File: src/rtl/gm_view_pkg.sv
// Shared types for the game-view draw sequencer: drawer request kinds,
// sequencer state encoding, frame pacing default and small helpers.
package gm_view_pkg;

  // Request kinds understood by the drawer mux.
  typedef enum logic [2:0] {
    KIND_SPLASH = 3'd0,
    KIND_BG     = 3'd1,
    KIND_OBJ    = 3'd2,
    KIND_HOOK   = 3'd3,
    KIND_NUM    = 3'd4,
    KIND_OVER   = 3'd5,
    KIND_NEXT   = 3'd6
  } draw_kind_e;

  // Sequencer states.
  typedef enum logic [3:0] {
    ST_START     = 4'd0,
    ST_SPLASH    = 4'd1,
    ST_ARM       = 4'd2,
    ST_BG        = 4'd3,
    ST_OBJ       = 4'd4,
    ST_HOOK      = 4'd5,
    ST_NUM       = 4'd6,
    ST_GAME      = 4'd7,
    ST_OVER      = 4'd8,
    ST_DONE_OVER = 4'd9,
    ST_NEXT      = 4'd10,
    ST_DONE_NEXT = 4'd11,
    ST_LEVEL_UP  = 4'd12,
    ST_WAIT_REL  = 4'd13
  } state_e;

  // 60 Hz frame tick from a 50 MHz clock.
  localparam int unsigned FRAME_DIV_DEFAULT = 833333;

  localparam int unsigned OVERRUN_W = 8;

  // True while the per-frame redraw (BG..NUM) is in progress.
  function automatic logic is_frame_draw(input state_e s);
    return (s == ST_BG) || (s == ST_OBJ) || (s == ST_HOOK) || (s == ST_NUM);
  endfunction

  // Saturating increment for the overrun counter.
  function automatic logic [OVERRUN_W-1:0] sat_inc(input logic [OVERRUN_W-1:0] v);
    return (v == '1) ? v : v + 1'b1;
  endfunction

endpackage

File: src/rtl/multi_draw_sequencer_frame_tick.sv
// Free-running frame divider: one-cycle tick every FRAME_DIV clocks.
// Only reset restarts the phase; the sequencer never touches it.
module frame_tick
  import gm_view_pkg::*;
#(
  parameter int unsigned FRAME_DIV = FRAME_DIV_DEFAULT
) (
  input  logic clk,
  input  logic resetn,
  output logic tick_o
);

  localparam int unsigned CW = $clog2(FRAME_DIV);
  localparam logic [CW-1:0] LAST = CW'(FRAME_DIV - 1);

  logic [CW-1:0] cnt_q;

  assign tick_o = (cnt_q == LAST);

  // Count 0..FRAME_DIV-1 and wrap; the tick is the last count.
  always_ff @(posedge clk) begin
    // NOTE: sequential state uses non-blocking assignments so every register
    // samples pre-edge values regardless of process ordering.
    if (!resetn) begin
      cnt_q <= '0;
    end else if (tick_o) begin
      cnt_q <= '0;
    end else begin
      cnt_q <= cnt_q + 1'b1;
    end
  end

endmodule

File: src/rtl/multi_draw_sequencer.sv
// Frame-draw sequencer for the game view. Issues one drawer request at a
// time (splash, background, every object of every class, hooks, HUD numbers),
// paces frames from frame_tick, runs the level-up / game-over flow and counts
// frames whose tick arrived before the redraw finished.
module multi_draw_sequencer
  import gm_view_pkg::*;
#(
  parameter int unsigned NUM_CLASSES = 3,
  parameter int unsigned NUM_HOOKS   = 2,
  parameter int unsigned CNT_W       = 5,
  parameter int unsigned FRAME_DIV   = FRAME_DIV_DEFAULT,
  localparam int unsigned CLS_W      = (NUM_CLASSES > 1) ? $clog2(NUM_CLASSES) : 1,
  localparam int unsigned HK_W       = $clog2(NUM_HOOKS + 1)
) (
  input  logic                         clk,
  input  logic                         resetn,
  input  logic                         go,
  input  logic                         game_end,
  input  logic                         next_level,
  input  logic [HK_W-1:0]              hooks_active,
  input  logic [NUM_CLASSES*CNT_W-1:0] max_count,
  input  logic                         draw_done,
  output logic                         draw_req,
  output logic [2:0]                   draw_kind,
  output logic [CLS_W-1:0]             draw_cls,
  output logic [CNT_W-1:0]             draw_idx,
  output logic                         enable_random,
  output logic                         timer_enable,
  output logic                         time_resetn,
  output logic                         rope_resetn,
  output logic                         obj_resetn,
  output logic                         level_up,
  output logic                         level_resetn,
  output logic [7:0]                   overrun_cnt
);

  // ---------------------------------------------------------------------------
  // Registers
  // ---------------------------------------------------------------------------
  state_e                         state_q, state_d;
  logic [CLS_W-1:0]               cls_q, cls_d;
  logic [CNT_W-1:0]               idx_q, idx_d;
  logic [HK_W-1:0]                hook_q, hook_d;
  logic [NUM_CLASSES*CNT_W-1:0]   max_q, max_d;     // counts frozen for this frame
  logic [HK_W-1:0]                hooks_q, hooks_d; // effective hooks for this frame
  logic                           pending_q, pending_d;
  logic [OVERRUN_W-1:0]           overrun_q, overrun_d;

  logic                           tick_w;
  draw_kind_e                     kind_c;

  frame_tick #(
    .FRAME_DIV (FRAME_DIV)
  ) u_frame_tick (
    .clk    (clk),
    .resetn (resetn),
    .tick_o (tick_w)
  );

  // ---------------------------------------------------------------------------
  // Frame-local helpers
  // ---------------------------------------------------------------------------
  logic [HK_W-1:0]  eff_hooks;
  logic [CNT_W-1:0] cur_max;
  logic             first_vld, next_vld;
  logic [CLS_W-1:0] first_cls, next_cls;

  // Hooks requested this frame: 0 still draws one hook, excess clamps.
  always_comb begin
    if (hooks_active == '0) begin
      eff_hooks = HK_W'(1);
    end else if (hooks_active > HK_W'(NUM_HOOKS)) begin
      eff_hooks = HK_W'(NUM_HOOKS);
    end else begin
      eff_hooks = hooks_active;
    end
  end

  // Object count of the class currently being walked.
  always_comb begin
    cur_max = '0;
    for (int c = 0; c < int'(NUM_CLASSES); c++) begin
      if (cls_q == CLS_W'(c)) cur_max = max_q[c*CNT_W +: CNT_W];
    end
  end

  // Lowest non-empty class overall and lowest non-empty class after cls_q,
  // so empty classes are skipped without spending a cycle.
  always_comb begin
    first_vld = 1'b0;
    first_cls = '0;
    next_vld  = 1'b0;
    next_cls  = '0;
    for (int c = int'(NUM_CLASSES) - 1; c >= 0; c--) begin
      if (max_q[c*CNT_W +: CNT_W] != '0) begin
        first_vld = 1'b1;
        first_cls = CLS_W'(c);
        if (c > int'(cls_q)) begin
          next_vld = 1'b1;
          next_cls = CLS_W'(c);
        end
      end
    end
  end

  // ---------------------------------------------------------------------------
  // Next-state, counters and Moore outputs
  // ---------------------------------------------------------------------------
  always_comb begin
    // NOTE: every variable driven here gets a default first, so no path can
    // leave one unassigned and infer a latch.
    state_d       = state_q;
    cls_d         = cls_q;
    idx_d         = idx_q;
    hook_d        = hook_q;
    max_d         = max_q;
    hooks_d       = hooks_q;
    pending_d     = pending_q;
    overrun_d     = overrun_q;
    draw_req      = 1'b0;
    kind_c        = KIND_SPLASH;
    draw_cls      = '0;
    draw_idx      = '0;
    enable_random = 1'b0;
    timer_enable  = 1'b0;
    time_resetn   = 1'b1;
    rope_resetn   = 1'b1;
    obj_resetn    = 1'b1;
    level_up      = 1'b0;
    level_resetn  = 1'b1;

    // A tick while this frame is still being drawn is an overrun.
    if (tick_w && is_frame_draw(state_q)) begin
      pending_d = 1'b1;
      overrun_d = sat_inc(overrun_q);
    end

    unique case (state_q)
      ST_START: begin
        state_d = ST_SPLASH;
      end

      ST_SPLASH: begin
        draw_req    = 1'b1;
        kind_c      = KIND_SPLASH;
        rope_resetn = 1'b0;
        if (draw_done) state_d = ST_ARM;
      end

      ST_ARM: begin
        enable_random = 1'b1;
        time_resetn   = 1'b0;
        rope_resetn   = 1'b0;
        if (go) begin
          state_d   = ST_BG;
          pending_d = 1'b0;
          max_d     = max_count;
          hooks_d   = eff_hooks;
        end
      end

      ST_BG: begin
        draw_req     = 1'b1;
        kind_c       = KIND_BG;
        timer_enable = 1'b1;
        if (draw_done) begin
          if (first_vld) begin
            state_d = ST_OBJ;
            cls_d   = first_cls;
            idx_d   = '0;
          end else begin
            state_d = ST_HOOK;
            hook_d  = '0;
          end
        end
      end

      ST_OBJ: begin
        draw_req     = 1'b1;
        kind_c       = KIND_OBJ;
        draw_cls     = cls_q;
        draw_idx     = idx_q;
        timer_enable = 1'b1;
        if (draw_done) begin
          if (idx_q == cur_max - 1'b1) begin
            idx_d = '0;
            if (next_vld) begin
              cls_d = next_cls;
            end else begin
              state_d = ST_HOOK;
              hook_d  = '0;
            end
          end else begin
            idx_d = idx_q + 1'b1;
          end
        end
      end

      ST_HOOK: begin
        draw_req     = 1'b1;
        kind_c       = KIND_HOOK;
        draw_cls     = CLS_W'(hook_q);
        timer_enable = 1'b1;
        if (draw_done) begin
          if (hook_q == hooks_q - 1'b1) state_d = ST_NUM;
          else                          hook_d  = hook_q + 1'b1;
        end
      end

      ST_NUM: begin
        draw_req     = 1'b1;
        kind_c       = KIND_NUM;
        timer_enable = 1'b1;
        if (draw_done) state_d = ST_GAME;
      end

      ST_GAME: begin
        obj_resetn   = 1'b0;
        timer_enable = 1'b1;
        // Round end wins over a frame tick arriving in the same cycle.
        if (game_end) begin
          state_d = next_level ? ST_NEXT : ST_OVER;
        end else if (tick_w || pending_q) begin
          state_d   = ST_BG;
          pending_d = 1'b0;
          max_d     = max_count;
          hooks_d   = eff_hooks;
        end
      end

      ST_OVER: begin
        draw_req = 1'b1;
        kind_c   = KIND_OVER;
        if (draw_done) state_d = ST_DONE_OVER;
      end

      ST_DONE_OVER: begin
        time_resetn  = 1'b0;
        obj_resetn   = 1'b0;
        rope_resetn  = 1'b0;
        level_resetn = 1'b0;
        state_d      = go ? ST_WAIT_REL : ST_SPLASH;
      end

      // Game stays cleared until the key that dismissed the game-over screen
      // is released, so a held key cannot skip the splash.
      ST_WAIT_REL: begin
        time_resetn  = 1'b0;
        obj_resetn   = 1'b0;
        rope_resetn  = 1'b0;
        level_resetn = 1'b0;
        if (!go) state_d = ST_SPLASH;
      end

      ST_NEXT: begin
        draw_req = 1'b1;
        kind_c   = KIND_NEXT;
        if (draw_done) state_d = ST_DONE_NEXT;
      end

      ST_DONE_NEXT: begin
        time_resetn = 1'b0;
        obj_resetn  = 1'b0;
        rope_resetn = 1'b0;
        if (go) state_d = ST_LEVEL_UP;
      end

      ST_LEVEL_UP: begin
        level_up  = 1'b1;
        state_d   = ST_BG;
        pending_d = 1'b0;
        max_d     = max_count;
        hooks_d   = eff_hooks;
      end

      default: begin
        state_d = ST_START;
      end
    endcase
  end

  assign draw_kind   = kind_c;
  assign overrun_cnt = overrun_q;

  // State and counter registers; reset aborts any request on the same edge.
  always_ff @(posedge clk) begin
    if (!resetn) begin
      state_q   <= ST_START;
      cls_q     <= '0;
      idx_q     <= '0;
      hook_q    <= '0;
      max_q     <= '0;
      hooks_q   <= HK_W'(1);
      pending_q <= 1'b0;
      overrun_q <= '0;
    end else begin
      state_q   <= state_d;
      cls_q     <= cls_d;
      idx_q     <= idx_d;
      hook_q    <= hook_d;
      max_q     <= max_d;
      hooks_q   <= hooks_d;
      pending_q <= pending_d;
      overrun_q <= overrun_d;
    end
  end

endmodule
File: config.mk
export PLATFORM = sky130hd
export DESIGN_NAME = multi_draw_sequencer
export DESIGN_NICKNAME = d
export VERILOG_FILES = /design/src/rtl/gm_view_pkg.sv /design/src/rtl/multi_draw_sequencer_frame_tick.sv /design/src/rtl/multi_draw_sequencer.sv
export SDC_FILE = /design/constraint.sdc
export NUM_CORES = 1
export LEC_CHECK = 0
export ABC_AREA = 1
export BUFFER_PORTS_ARGS = -buffer_cell sky130_fd_sc_hd__buf_2
export CAP_MARGIN = 20
export CELL_PAD_IN_SITES_DETAIL_PLACEMENT = 0
export CELL_PAD_IN_SITES_GLOBAL_PLACEMENT = 1
export CORE_UTILIZATION = 36
export CTS_CLUSTER_SIZE = 40
export DETAILED_ROUTE_END_ITERATION = 12
export GPL_ROUTABILITY_DRIVEN = 0
export PLACE_DENSITY = 0.81
export SLEW_MARGIN = 10
export SYNTH_ARGS = -nofsm -noshare
export SYNTH_HDL_FRONTEND = slang
export SYNTH_SLANG_ARGS = --single-unit
File: constraint.sdc
create_clock -name clk -period 1.86 [get_ports clk]
set_clock_uncertainty 0.05 [all_clocks]
set_input_delay 0.186 -clock clk [delete_from_list [all_inputs] [get_ports clk]]
set_output_delay 0.186 -clock clk [all_outputs]
set_load 0.02 [all_outputs]
==> out/qor.yml, run 1 <==
status: "complete, but fails checks"
violations: "negative setup slack"
vdd_drop_max_uv: 486
dpl_cell_area_um2: 4170
critPathBufInv: 2
antennaDiodeCount: 0
pre_cts_slack_ps: -116
cts-buffers-inserted: 9
grt_pass1_wl_mm: 15.5
crit_chain: "inv_6 > nand3_1 > nand2_2 > nor2_4 > ha_4 > xor2_1 > nand3_1 > nor2_1 > nand3_2 > nand2_4 > buf_4 > a21oi_1 > nor2_1"
wire_per_inst_um: 12.4
fin_nets: 660
worstMarginPinSlew_ps: 450
vias: 3700
cts_tree: "yes"
synth.distinct_cells: 44
max_slew_margin: 0.700
io_pins: 49
critical_path.top_delay_family: "simple AND/OR/NAND/NOR gates"
drive_gt1_frac: 0.386
htreeDepth: 3
seq_area_frac_synth: 0.351
hold_buffers: 0
die-width_um: 98.7
setup.worst_path.class: "reg2reg"
max_stage_delay_ps: 380
synthArstFlopShare: 0
overflow: 0
worst_slack_ps: -125
grt_pass1_vias: 3532
synth_top_area_frac: 0.351
synth_ff_type: "dfxtp_1"
final.setup.tns_ps: -1160
drc: 0
post-route-min-period_ps: 1980
postSynthAreaPerCell_um2: 6.54
setup_viol: 19
worstSetupEndpointType: "flip-flop"
total_leakage_power_nw: 2.11
ys_top_cells_by_area: "dfxtp_1 (35%), nor2_1 (12%), nand2_1 (11%)"
synth_edf_count: 0
required_ps: 2090
final_common_cell: "nor2_1"
clkSlewWorstSetupHoldPaths_ps: 80
dp_hpwl_mm: 6.72
final_cell_mix: "nor2_1 (88), nand2_1 (81), buf_4 (66), inv_1 (54), dfxtp_1 (43)"
rsz0062_at_grt: "yes"
fp.dieH_um: 98.7
first_pass_iters: 7
postRouteWirelength_mm: 9.26
powerDensity_nw_per_um2: 1190
fin_crit_sh: 1.07
path_max_fanout: 6
dieArea_um2: 9750
hp-class: "in2reg"
max_freq_ghz: 0.504
grt_max_degree: 32
synth_seq_cells: 59
dr.first_iter.drc_count: 102
grt_usage: 0.196
postRouteAntennaNets: 0
cp.arrival_ps: 2210
finalHoldViolations: 0
initial_utilization: 0.379
root_buffer: "clkbuf_8"
syn_nets: 543
crit_slowest_cell: "dfxtp_4"
synth_warnings: 0
cp-start-kind: "flip-flop"
final_cell_area_um2: 4940
row_count: 34
area_growth_pct: 46.5
synth_cells: 515
yosys.area.top_type: "dfxtp_1"
slew_violations: 0
clock_latency_ps: 350
mappedNetlistArea_um2: 3370
antenna_found_initial: 0
routed_via_density: 4.97
coreArea_um2: 8890
hold_slack_ps: 23.0
cts_sinks: 59
clockBufferDepth: 2
max-cap-violations: 0
portBuffers: 47
==> flip-flops by register name (all words and copies together) (netlist names) <==
| name | count |
|---|---|
| cls_q | 2 |
| hook_q | 2 |
| hooks_q | 2 |
| idx_q | 5 |
| max_q | 15 |
| overrun_cnt | 8 |
| pending_q | 1 |
| state_q | 4 |
| u_frame_tick.cnt_q | 20 |
==> synthesized netlist by cell type (7+ instances only) <==
cell type,instances
dfxtp_1,59
nand4_1,11
nor2_1,105
nor2_2,7
a21oi_1,26
nand3_1,35
nor3_1,17
nand2_1,96
o21ai_0,29
xor2_1,10
inv_1,59
==> metrics by stage <==
stage	std cells	util	total power, mW
after global placement	718	0.469	4.05
after global routing	745	0.555	6.35
after floorplan	515	-	3.28
final	745	0.555	5.89
after CTS	738	0.511	5.58
after detailed placement	718	0.469	4.09
==> final timing paths <==
path	end	start	depth (start not counted)	slack, ps
worst max register to register	state_q[2]	cls_q[1]	13	-120
worst max-delay path	state_q[2]	cls_q[1]	13	-120
worst min register to register	u_frame_tick.cnt_q[0]	u_frame_tick.cnt_q[0]	1	410
worst min-delay path	max_q[14]	max_count[14]	3	20
==> layout make-up <==
| type | count | area [um^2] |
|---|---|---|
| clock buffers | 12 | 155 |
| clock inverters | 4 | 71.3 |
| fillers | 877 | 3950 |
| multi-input cells | 384 | 2290 |
| inverters | 66 | 265 |
| well taps | 108 | 135 |
| repair buffers | 112 | 806 |
| flip-flops and latches | 59 | 1210 |
==> metal layers <==
layer	vias to the layer above	share of wire	track usage
li1	1908	-	-
met1	1717	0.45	0.234
met2	58	0.50	0.345
met3	17	0.029	0.0433
met4	0	0.016	0.0700
met5	-	0	0
==> report_power, final <==
part | internal [mW] | switching [mW]
Combinational | 1.21 | 1.65
Clock | 0.827 | 0.542
Sequential | 1.47 | 0.191
Total | 3.51 | 2.38
==> worst min-delay path: cells and delay by family <==
kind	cells	cell delay (ps)
buffers and inverters	1	80
AND/OR/NAND/NOR	1	70
AO/OA/AOI/OAI	1	50
==> logic make-up (layout without fill, tap and decap cells) <==
family	after synthesis	in the layout	synth area share
XOR/XNOR	14	14	0.0364
AO/OA/AOI/OAI	71	71	0.118
adder cells (fa/ha/maj)	5	5	0.0186
flip-flops	59	59	0.351
buffers and inverters	73	194	0.0850
AND/OR/NAND/NOR	293	294	0.391
==> what timing repair did <==
| action | in CTS | in global routing |
|---|---|---|
| pin swaps | 17 | 20 |
| gates cloned | 1 | 2 |
| endpoints found under the setup margin | 39 | 59 |
| buffers inserted | 3 | 5 |
| resized for setup | 40 | 104 |
Power figures use the tool's default switching activity.
==> run 2: changes to the inputs <==
==> constraint.sdc (replaced) <==
create_clock -name clk -period 1.86 [get_ports clk]
set_clock_uncertainty 0.05 [all_clocks]
set_input_delay 0.093 -clock clk [delete_from_list [all_inputs] [get_ports clk]]
set_output_delay 0.093 -clock clk [all_outputs]
set_load 0.02 [all_outputs]
==> out/qor.yml, run 2 (same netlist as run 1, synthesis figures left out) <==
rsz0062_at_grt: "yes"
final_common_cell: "nor2_1"
vias: 3685  # -0.41%
initial_utilization: 0.379  # unchanged
final_cell_mix: "nor2_1 (91), nand2_1 (84), buf_4 (59), inv_1 (54), dfxtp_1 (47)"
regMostFlops: "u_frame_tick.cnt_q"
pre_cts_slack_ps: -131  # -15.5 ps
io_pins: 49  # unchanged
drive_gt1_frac: 0.344  # -0.0420
cts-buffers-inserted: 9  # unchanged
crit_chain: "inv_4 > nand2_4 > nor2_4 > nor2_4 > ha_4 > xor2_2 > nand3_1 > nor2_1 > nand3_2 > nand2_4 > nand2_2 > nand2_1 > nand2_1 > nor2_1"
drc: 0  # unchanged
fin_crit_sh: 1.06  # -0.00533
status: "complete, but fails checks"
worstMarginPinSlew_ps: 299  # -151 ps
register_area_um2: 1210  # -0.62%
antenna_found_initial: 0  # unchanged
max_stage_delay_ps: 370  # about the same
path_max_fanout: 6  # unchanged
die-width_um: 98.7  # unchanged
postRouteAntennaNets: 0  # unchanged
fill_cells: 884  # +0.80%
worstSetupEndpointType: "flip-flop"
hp-class: "in2reg"
dieArea_um2: 9750  # unchanged
routed_via_density: 4.89  # -1.5%
area_growth_pct: 44.5
cts_sinks: 59  # unchanged
grt_pass1_vias: 3521  # -0.31%
coreArea_um2: 8890  # unchanged
portBuffers: 47  # unchanged
setup.worst_path.class: "reg2reg"
first_pass_iters: 7  # unchanged
root_buffer: "clkbuf_8"
max_slew_margin: 0.801  # +0.101
fp.dieH_um: 98.7  # unchanged
total_leakage_power_nw: 2.12  # +0.41%
post-route-util: 0.548  # -0.00760
finalHoldViolations: 0  # unchanged
wire_per_inst_um: 12.1  # -2.7%
antennaDiodeCount: 0  # unchanged
grt_max_degree: 32  # unchanged
postRouteWirelength_mm: 9.11  # -1.7%
largest_reg_flops: 20  # unchanged
hold_slack_ps: 7.00  # -15.9 ps
powerDensity_nw_per_um2: 1100  # -7.9%
violations: "negative setup slack"
grt_usage: 0.197  # +0.00133
clock_latency_ps: 340  # about the same
crit_slowest_cell: "dfxtp_4"
dr.first_iter.drc_count: 102  # unchanged
htreeDepth: 3  # unchanged
setup_viol: 13  # -6
fin_nets: 669  # +1.4%
cts_tree: "yes"
post-route-min-period_ps: 1970  # -9.91 ps
cp-start-kind: "flip-flop"
overflow: 0  # unchanged
dp_hpwl_mm: 6.74  # +0.28%
max-cap-violations: 0  # unchanged
r2r_slack_ps: -110  # about the same
multi_input_area_um2: 2230  # -2.5%
clkSlewWorstSetupHoldPaths_ps: 70  # about the same
max_freq_ghz: 0.506  # +0.50%
clockBufferDepth: 2  # unchanged
cp.arrival_ps: 2200  # about the same
slew_violations: 0  # unchanged
vdd_drop_max_uv: 406  # -16%
worst_slack_ps: -115  # +9.91 ps
required_ps: 2090  # about the same
grt_pass1_wl_mm: 15.4  # -0.31%
row_count: 34  # unchanged
## run 2: worst paths after layout
path	startpoint	endpoint	depth (start not counted)
max	cls_q[0]	hook_q[0]	14
min	max_count[1]	max_q[1]	3
max reg2reg	cls_q[0]	hook_q[0]	14
min reg2reg	pending_q	pending_q	2
## run 2: area by class of cell
class	instances	share of cell area
multi-input cells	384	0.459
repair buffers	121	0.178
inverters	66	0.0540
clock inverters	6	0.00874
flip-flops and latches	59	0.248
clock buffers	9	0.0254
well taps	108	0.0277
## run 2: where the power goes
part,total (mW),internal (mW),switching (mW),leakage (nW)
clock network,1.01,0.477,0.536,0.0815
logic,2.69,1.11,1.58,1.55
registers,1.65,1.46,0.181,0.485
## run 2: metal layers
| layer | vias to the layer above | wire, um | track usage |
|---|---|---|---|
| met5 | - | 0 | 0 |
| li1 | 1922 | - | - |
| met1 | 1699 | 4130 | 0.238 |
| met2 | 52 | 4550 | 0.345 |
| met4 | 0 | 133 | 0.0666 |
| met3 | 12 | 285 | 0.0447 |
## run 2: repair_timing
item,in CTS,in global routing
pin swaps,10,25
endpoints found under the setup margin,34,57
resized for setup,25,80
buffers inserted,1,7
hold buffers,13,0
endpoints found under the hold margin,13,0
gates cloned,1,0
## run 2: critical path: cells and delay by family, from the launching register on
| family | cells | cell delay, ps |
|---|---|---|
| AND/OR/NAND/NOR | 11 | 1050 |
| flip-flops | 1 | 370 |
| adder cells (fa/ha/maj) | 1 | 260 |
| XOR/XNOR | 1 | 120 |
| buffers and inverters | 1 | 80 |
## run 2: metrics by stage
step | std cells | instance area [um^2] | power [mW] | setup TNS (ps)
floorplan | 515 | 3410 | 3.28 | 0
global placement | 716 | 4140 | 4.02 | -614
detailed placement | 716 | 4140 | 4.07 | -1530
CTS | 746 | 4520 | 5.18 | -1370
global route | 753 | 4870 | 5.79 | -5360
finish | 753 | 4870 | 5.35 | -1200
==> run 3: changes to the inputs <==
- CORE_ASPECT_RATIO: default -> 0.75
==> out/qor.yml, run 3 (same netlist as run 1, synthesis figures left out) <==
setup_viol: 17  # +4
busiest_layer: "met2"
clkSlewWorstSetupHoldPaths_ps: 50  # -20 ps
clockBufferDepth: 2  # unchanged
cts_sinks: 59  # unchanged
hold_end: "max_q[11]"
clock_latency_ps: 330  # about the same
drc: 1  # +1
vdd_drop_max_uv: 559  # +38%
portBuffers: 47  # unchanged
io_pins: 49  # unchanged
antennaDiodeCount: 0  # unchanged
area_growth_pct: 53.5
dieArea_um2: 9750  # about the same
r2r_start: "cls_q[0]"
pre_cts_slack_ps: -120  # +11.4 ps
cp-startpoint: "cls_q[0]"
dr.first_iter.drc_count: 197  # +93%
htreeDepth: 3  # unchanged
register_area_um2: 1210  # +0.21%
r2r_end: "cls_q[1]"
final_cell_mix: "nor2_1 (91), nand2_1 (81), buf_4 (76), inv_1 (54), dfxtp_1 (47)"
first_pass_iters: 8  # +1
whs_path_depth: 3  # unchanged
multi_input_area_um2: 2240  # about the same
die-width_um: 114  # +15%
final_common_cell: "nor2_1"
setup.worst_path.class: "reg2reg"
use_met2: 0.330  # -0.0150
powerDensity_nw_per_um2: 1180  # +7.5%
row_count: 30  # -12%
vias: 3819  # +3.6%
dp_hpwl_mm: 7.26  # +7.6%
post-route-min-period_ps: 1970  # -3.60 ps
worst_slack_ps: -111  # +3.60 ps
regMostFlops: "u_frame_tick.cnt_q"
max-cap-violations: 0  # unchanged
wire_per_inst_um: 12.6  # +3.9%
r2r_slack_ps: -110  # about the same
grt_max_degree: 32  # unchanged
postRouteAntennaNets: 0  # unchanged
drive_gt1_frac: 0.363  # +0.0192
rsz0062_at_grt: "yes"
max_freq_ghz: 0.507  # +0.18%
fill_cells: 886  # +0.23%
largest_reg_flops: 20  # unchanged
hold_slack_ps: -0.911  # -7.92 ps
cts_tree: "yes"
antenna_found_initial: 0  # unchanged
postRouteWirelength_mm: 9.98  # +9.6%
hp-class: "in2reg"
fp.dieH_um: 85.8  # -13%
grt_usage: 0.209  # +0.0118
worstSetupEndpointType: "flip-flop"
grt.met1_usage: 0.283  # +0.0442
fin_crit_sh: 1.06  # -0.00193
max_slew_margin: 0.781  # -0.0198
post-route-util: 0.570  # +0.0219
cp-start-kind: "flip-flop"
grt_pass1_wl_mm: 16.0  # +4.0%
hold_start: "max_count[11]"
routed_via_density: 4.81  # -1.7%
grtUsageMet3: 0.0551  # +0.0104
r2r_cells: 16  # +2
worstMarginPinSlew_ps: 329  # +29.7 ps
required_ps: 2080  # about the same
path_max_fanout: 6  # unchanged
violations: "design-rule violations, negative hold slack, negative setup slack"
cp.arrival_ps: 2190  # about the same
slew_violations: 0  # unchanged
total_leakage_power_nw: 2.28  # +7.8%
status: "complete, but fails checks"
finalHoldViolations: 1  # +1
cts-buffers-inserted: 9  # unchanged
final.setup.tns_ps: -1380  # -182 ps
fin_nets: 689  # +3.0%
overflow: 0  # unchanged
initial_utilization: 0.371  # -0.00804
finalPower_mw: 6.10  # +14%
root_buffer: "clkbuf_16"
coreArea_um2: 9080  # +2.2%
grt_pass1_vias: 3472  # -1.4%
-- run 3: changes by cell type in the layout (fill, tap and decap cells not counted), sizes merged --
cell,change
dlygate4sd3,-2
inv,-2
clkinvlp,-2
buf,+22
clkbuf,+5
-- run 3: cell type report --
| class | count | area share |
|---|---|---|
| tap | 128 | 0.0310 |
| clock inverter | 2 | 0.00193 |
| inverter | 66 | 0.0510 |
| multi-input combinational | 384 | 0.432 |
| clock buffer | 14 | 0.0510 |
| sequential | 59 | 0.234 |
| timing repair buffer | 141 | 0.199 |
-- run 3: timing repair --
action	4_1_cts	5_1_grt
gates resized for setup	40	68
hold endpoints to repair	11	0
cloned	1	0
endpoints found under the setup margin	40	57
pin swaps	18	38
hold buffers	11	0
setup buffers	4	6
-- run 3: metrics by stage --
| step | hold WS [ps] | std cells | instance area (um^2) |
|---|---|---|---|
| after floorplan | 208 | 515 | 3410 |
| after global routing | 42.5 | 794 | 5170 |
| after global placement | 303 | 756 | 4340 |
| after detailed placement | 303 | 756 | 4340 |
| after CTS | 3.10 | 788 | 4890 |
| final | -0.911 | 794 | 5170 |
-- run 3: worst max path at each step --
stage | endpoint | slack, ps | cells after the start
2_1_floorplan | state_q[0] | 0.2 | 14
3_3_place_gp | max_q[6] | -80 | 10
3_5_place_dp | hook_q[0] | -120 | 15
4_1_cts | state_q[0] | -100 | 13
5_1_grt | cls_q[0] | -230 | 14
6_report | cls_q[1] | -110 | 16
-- run 3: report_power, final --
part,switching [mW],total [mW],internal [mW]
combinational,1.66,2.89,1.23
clock,0.563,1.53,0.969
sequential,0.200,1.68,1.48
-- run 3: per-layer routing --
layer / vias up / part of all wire
li1: 1969 / -
met1: 1751 / 0.49
met2: 85 / 0.45
met3: 14 / 0.050
met4: 0 / 0.011
met5: - / 0
-- run 3: worst max-delay path, stage by stage, from the launching register on --
cell and delay, ps:
dfxtp_4 370, inv_6 80, nand2_4 70, nor2_4 140, nor2_4 50, ha_4 170
inv_2 50, nand4_1 90, nand3_1 110, nand2_1 60, nor2_1 120, nand3_2 140
nand2_4 140, nand3_2 80, nand2_1 80, inv_1 40, nor2_1 70
